$ cat src/rtl/hit_arbiter.sv
// Round-robin hit scheduler: grants one combat hit per clock, applies saturating
// damage to the char/boss HP registers and enforces per-target iframes on vsync.
module hit_arbiter #(
  parameter int               N_REQ        = 4,
  parameter logic [N_REQ-1:0] TGT_MASK     = 4'b0011,
  parameter int               CHAR_IFRAMES = 30,
  parameter int               BOSS_IFRAMES = 4,
  parameter int               BOSS_HP_INIT = 100
) (
  input  logic               clk,
  input  logic               rst,
  input  logic               game_start,
  input  logic               game_active,
  input  logic               vsync,
  input  logic [3:0]         char_hp_max,
  input  logic [N_REQ-1:0]   req_valid,
  input  logic [4*N_REQ-1:0] req_dmg,
  output logic [N_REQ-1:0]   req_ack,
  output logic               req_applied,
  output logic [3:0]         current_health,
  output logic [6:0]         boss_hp,
  output logic               char_hit,
  output logic               boss_hit,
  output logic               char_invuln,
  output logic               round_over,
  output logic [1:0]         dbg_state
);

  localparam int PW   = (N_REQ > 1) ? $clog2(N_REQ) : 1;
  localparam int CW_C = $clog2(CHAR_IFRAMES + 1);
  localparam int CW_B = $clog2(BOSS_IFRAMES + 1);

  typedef enum logic [1:0] {IDLE = 2'd0, ARM = 2'd1, RUN = 2'd2, DONE = 2'd3} state_t;

  state_t           state, state_nxt;
  logic [PW-1:0]    ptr;
  logic [CW_C-1:0]  char_cnt;
  logic [CW_B-1:0]  boss_cnt;
  logic             vsync_q;
  logic [3:0]       hp_max_q;

  logic [N_REQ-1:0] eligible;
  logic             win_found;
  logic [PW-1:0]    win_idx;
  logic [3:0]       win_dmg;
  logic             win_boss;
  logic             vs_edge;
  logic             char_free, boss_free, win_free;
  logic             grant_en;
  logic [3:0]       char_sub;
  logic [6:0]       boss_sub;

  // Handshake: req_valid is a level held by the requester until it sees a
  // one-cycle req_ack; the previous cycle's ack masks that requester so it is
  // never granted twice for one request.
  always_comb begin
    logic [PW-1:0] idx;
    int            idx_i;
    eligible  = req_valid & ~req_ack;
    win_found = 1'b0;
    win_idx   = '0;
    idx       = '0;
    for (int k = 0; k < N_REQ; k++) begin
      idx_i = int'(ptr) + k;
      if (idx_i >= N_REQ) idx_i = idx_i - N_REQ;
      idx = PW'(idx_i);
      if (!win_found && eligible[idx]) begin
        win_found = 1'b1;
        win_idx   = idx;
      end
    end
  end

  always_comb begin
    win_dmg  = '0;
    win_boss = 1'b0;
    for (int k = 0; k < N_REQ; k++) begin
      if (PW'(k) == win_idx) begin
        win_dmg  = req_dmg[4*k +: 4];
        win_boss = TGT_MASK[k];
      end
    end
  end

  assign vs_edge = vsync & ~vsync_q;
  // A counter that expires on this very frame edge no longer protects its target.
  assign char_free = (char_cnt == '0) || (char_cnt == CW_C'(1) && vs_edge);
  assign boss_free = (boss_cnt == '0) || (boss_cnt == CW_B'(1) && vs_edge);
  assign win_free  = win_boss ? boss_free : char_free;
  assign grant_en  = (state == RUN) && game_active && !game_start &&
                     (current_health != '0) && (boss_hp != '0) && win_found;
  assign char_sub  = (current_health > win_dmg) ? current_health - win_dmg : 4'd0;
  assign boss_sub  = (boss_hp > {3'b000, win_dmg}) ? boss_hp - {3'b000, win_dmg} : 7'd0;

  always_comb begin
    state_nxt = state;
    if (game_start) begin
      state_nxt = ARM;
    end else begin
      case (state)
        IDLE: state_nxt = IDLE;
        ARM:  state_nxt = RUN;
        RUN: begin
          if (!game_active) state_nxt = IDLE;
          else if (current_health == '0 || boss_hp == '0) state_nxt = DONE;
        end
        DONE: if (!game_active) state_nxt = IDLE;
        default: state_nxt = IDLE;
      endcase
    end
  end

  always_ff @(posedge clk or posedge rst) begin
    if (rst) begin
      state          <= IDLE;
      ptr            <= '0;
      char_cnt       <= '0;
      boss_cnt       <= '0;
      vsync_q        <= 1'b0;
      hp_max_q       <= '0;
      req_ack        <= '0;
      req_applied    <= 1'b0;
      current_health <= '0;
      boss_hp        <= '0;
      char_hit       <= 1'b0;
      boss_hit       <= 1'b0;
    end else begin
      state       <= state_nxt;
      vsync_q     <= vsync;
      req_ack     <= '0;
      req_applied <= 1'b0;
      char_hit    <= 1'b0;
      boss_hit    <= 1'b0;
      if (game_start) hp_max_q <= char_hp_max;
      if (vs_edge && char_cnt != '0) char_cnt <= char_cnt - CW_C'(1);
      if (vs_edge && boss_cnt != '0) boss_cnt <= boss_cnt - CW_B'(1);
      // Loads below are written after the decrement so they take priority.
      if (state == ARM) begin
        current_health <= hp_max_q;
        boss_hp        <= 7'(BOSS_HP_INIT);
        char_cnt       <= '0;
        boss_cnt       <= '0;
        ptr            <= '0;
      end else if (grant_en) begin
        req_ack     <= {{(N_REQ-1){1'b0}}, 1'b1} << win_idx;
        req_applied <= win_free;
        ptr         <= (win_idx == PW'(N_REQ-1)) ? '0 : win_idx + PW'(1);
        if (win_free && win_boss) begin
          boss_hp  <= boss_sub;
          boss_hit <= 1'b1;
          boss_cnt <= CW_B'(BOSS_IFRAMES);
        end else if (win_free) begin
          current_health <= char_sub;
          char_hit       <= 1'b1;
          char_cnt       <= CW_C'(CHAR_IFRAMES);
        end
      end
    end
  end

  assign char_invuln = (char_cnt != '0);
  assign round_over  = (state == DONE);
  assign dbg_state   = state;

endmodule

$ cat config.mk
export PLATFORM = sky130hd
export DESIGN_NAME = hit_arbiter
export DESIGN_NICKNAME = d
export VERILOG_FILES = /design/src/rtl/hit_arbiter.sv
export SDC_FILE = /design/constraint.sdc
export NUM_CORES = 1
export LEC_CHECK = 0
export CORE_ASPECT_RATIO = 0.8
export CORE_UTILIZATION = 55
export CTS_CLUSTER_DIAMETER = 100
export DETAILED_ROUTE_END_ITERATION = 8
export GPL_ROUTABILITY_DRIVEN = 1
export PLACE_DENSITY = 0.91
export RECOVER_POWER = 50
export REMOVE_ABC_BUFFERS = 1
export SLEW_MARGIN = 10
export SYNTH_ARGS = -nofsm -noshare
export SYNTH_HDL_FRONTEND = slang
export SYNTH_SLANG_ARGS = --single-unit
$ cat constraint.sdc
create_clock -name clk -period 4.8 [get_ports clk]
set_input_delay 0.96 -clock clk [delete_from_list [all_inputs] [get_ports clk]]
set_output_delay 0.96 -clock clk [all_outputs]
set_load 0.05 [all_outputs]
==> results.json <==
{
  "async_flop_share_pct": 100,
  "tritoncts_num_sinks": 35,
  "status": "complete, but fails checks",
  "grt_pass1_wl_mm": 8.83,
  "reg2reg_slack_ns": 1.04,
  "drt-initial-drc-count": 174,
  "final_nets": 356,
  "highest_layer": "met4",
  "die_x_um": 74.6,
  "cts_max_level": 2,
  "fillers": 290,
  "routed-wl-met3_um": 390,
  "cp_max_fo": 10,
  "post_cts_buffers": 0,
  "clkTransAtPathRegs_ns": 0.07,
  "synth_area_um2": 2320,
  "cts_buffers": 5,
  "p_leak_nw": 1.28,
  "crit_path_frequent_cell": "o21ai_0",
  "critical_path_class": "in2reg",
  "hold_slack_ns": 0.501,
  "yosysTopAreaCell": "dfrtp_1",
  "ys_top_cells_by_area": "dfrtp_1, ha_1, a21oi_1",
  "rsz0062_at_grt": "false",
  "hold_buffers": 0,
  "postSynthAreaPerCell_um2": 9.02,
  "core_um2": 3900,
  "clock_latency_ns": 0.30,
  "synth_top_area_share_pct": 37.8,
  "slowest_stage": "clkdlybuf4s50_1",
  "synth_cells": 257,
  "ys_ff_latch": 35,
  "pin_count": 51,
  "fin_skew_ns": 0.00659,
  "portBuffers": 50,
  "gp_congestion": 0.936,
  "tns_ns": 0,
  "wl_met2_mm": 2.61,
  "power_density_nw_per_um2": 329,
  "ys.warnings.count": 0,
  "ir_drop_mv": 0.243,
  "cts_tree": "built",
  "ys_seq_area_share_pct": 37.8,
  "viasPerCell": 5.66,
  "crit_chain": "clkdlybuf4s50_1 -> and3b_1 -> o21ai_0 -> o31a_1 -> o21ai_0 -> inv_1 -> ha_1 -> nor2_1 -> a21oi_1 -> nor2_1 -> a21oi_1 -> o21ai_0 -> ha_1 -> maj3_1 -> o21ai_1 -> o211ai_1 -> o31ai_1",
  "violations": "capacitance limit, slew limit",
  "synthTopCellsByCount": "dfrtp_1, nand2_1, ha_1, inv_1",
  "ys.flop_type": "dfrtp_1",
  "cts_root_buffer": "clkbuf_8",
  "startpoint_type": "input pin",
  "timing.slew.headroom_pct": -19.8,
  "preCtsSetupSlack_ns": 0.209,
  "initial_core_util_pct": 59.4,
  "grt_pass1_vias": 1975,
  "cp_data_required_time_ns": 5.01,
  "critPathArrivalTime_ns": 4.57,
  "synth_edf_count": 0,
  "dpl.hpwl_mm": 4.03,
  "cp-end-kind": "register",
  "die_h_um": 60.1,
  "timing.final.hold_violations": 0,
  "rows": 20,
  "clock.fmax_mhz": 229,
  "setup_viol": 0,
  "grt_max_degree": 36,
  "fin_crit_sh_pct": 90.9,
  "ff_latch_area_um2": 876,
  "tightest_slew_ns": 1.80,
  "grt-ovfl-total": 0,
  "via_count": 2056,
  "drt-met1-wl_mm": 2.26,
  "yosysMostFrequentCell": "dfrtp_1",
  "report.final.slew_viol_count": 36,
  "multi_input_area_um2": 1310,
  "wl_per_cell_um": 14.7,
  "ys_types": 52,
  "ant_nets": 0,
  "ctsResizeCount": 0,
  "setup_ws_ns": 0.438,
  "num_antenna_cells": 0,
  "areaGrowthSynthToFinish_pct": 26.1,
  "hold_class": "reg2reg",
  "drv_cap": 1,
  "cpPeakStageDelay_ns": 0.41,
  "finalCriticalPeriod_ns": 4.36,
  "cts.path.max_buffers": 2,
  "die_area_um2": 4480,
  "wirelength_mm": 5.34,
  "first_pass_iters": 4,
  "drc": 0,
  "final_layout_size_suffix_gt1_share_pct": 6.17,
  "antenna_found_initial": 0,
  "grt_use_total_pct": 26.6
}
-- cell families (layout without fill, tap and decap cells) --
group | count (synthesis) | in the layout | synth area share (%)
xor gates and xnor gates | 11 | 11 | 4.16
buffers and inverters | 29 | 80 | 5.40
DFF | 35 | 35 | 37.8
adders and majority gates | 22 | 22 | 11.7
AOI/OAI and AO/OA | 65 | 65 | 17.5
and+or+nand+nor | 87 | 87 | 19.9
muxes | 8 | 8 | 3.67
-- path summary, 6_finish.rpt --
check,startpoint,endpoint,cells past startpoint
setup / recovery,req_valid[0],boss_hp[4],17
hold / removal,hp_max_q[1],hp_max_q[1],1
setup reg to reg,ptr[1],boss_hp[4],16
hold reg to reg,hp_max_q[1],hp_max_q[1],1
max in group asynchronous,rst,current_health[1],3
min in group asynchronous,rst,boss_hit,3
-- layout by cell type (no fill, tap or decap), types with 6 or more instances in the layout --
master and n:
ha_1 20, dfrtp_1 35, and2_1 8, a21oi_1 19
nand2_1 22, o21ai_0 16, xnor2_1 6, inv_1 20
nor2_1 19, nand3_1 6, dlygate4sd3_1 8, clkdlybuf4s50_1 42
-- worst max-delay path, delay by kind of cell --
kind / cells / cell delay (ns)
fa+ha+maj: 3 / 0.96
compound gates: 9 / 1.78
buf+inv: 2 / 0.57
simple gates: 3 / 0.30
-- metal layers --
| layer | global-route usage [%] | vias to the layer above |
|---|---|---|
| li1 | - | 1006 |
| met1 | 34.0 | 970 |
| met2 | 43.5 | 69 |
| met3 | 6.75 | 11 |
| met4 | 10.2 | 0 |
| met5 | 0 | - |
-- report_power, final --
part,internal (mW),switching (mW)
combinational,0.161,0.244
clock,0.0992,0.111
sequential,0.321,0.0269
total,0.581,0.381
-- final cells by class --
type	instances	area share [%]
Multi-Input combinational cell	193	44.9
Sequential cell	35	30.0
Timing Repair Buffer	51	17.2
Inverter	21	2.70
Clock buffer	5	2.35
Tap cell	55	2.35
Clock inverter	3	0.513
-- through the flow --
| step | util, % | total power, mW | area [µm²] | std cells |
|---|---|---|---|---|
| floorplan | - | 0.635 | 2270 | 249 |
| global placement | 73.0 | 0.742 | 2850 | 355 |
| detailed placement | 73.0 | 0.750 | 2850 | 355 |
| CTS | 75.1 | 0.963 | 2930 | 363 |
| global route | 74.9 | 1.02 | 2920 | 363 |
| finish | 74.9 | 0.963 | 2920 | 363 |
-- state kept, by name, indices dropped and copies added, names as in the netlist --
signal	count
boss_hit	1
boss_hp	7
char_hit	1
hp_max_q	4
req_ack	4
char_cnt	5
req_applied	1
ptr	2
vsync_q	1
dbg_state	2
boss_cnt	3
current_health	4
Note: power is estimated with default switching activity, not from simulation.
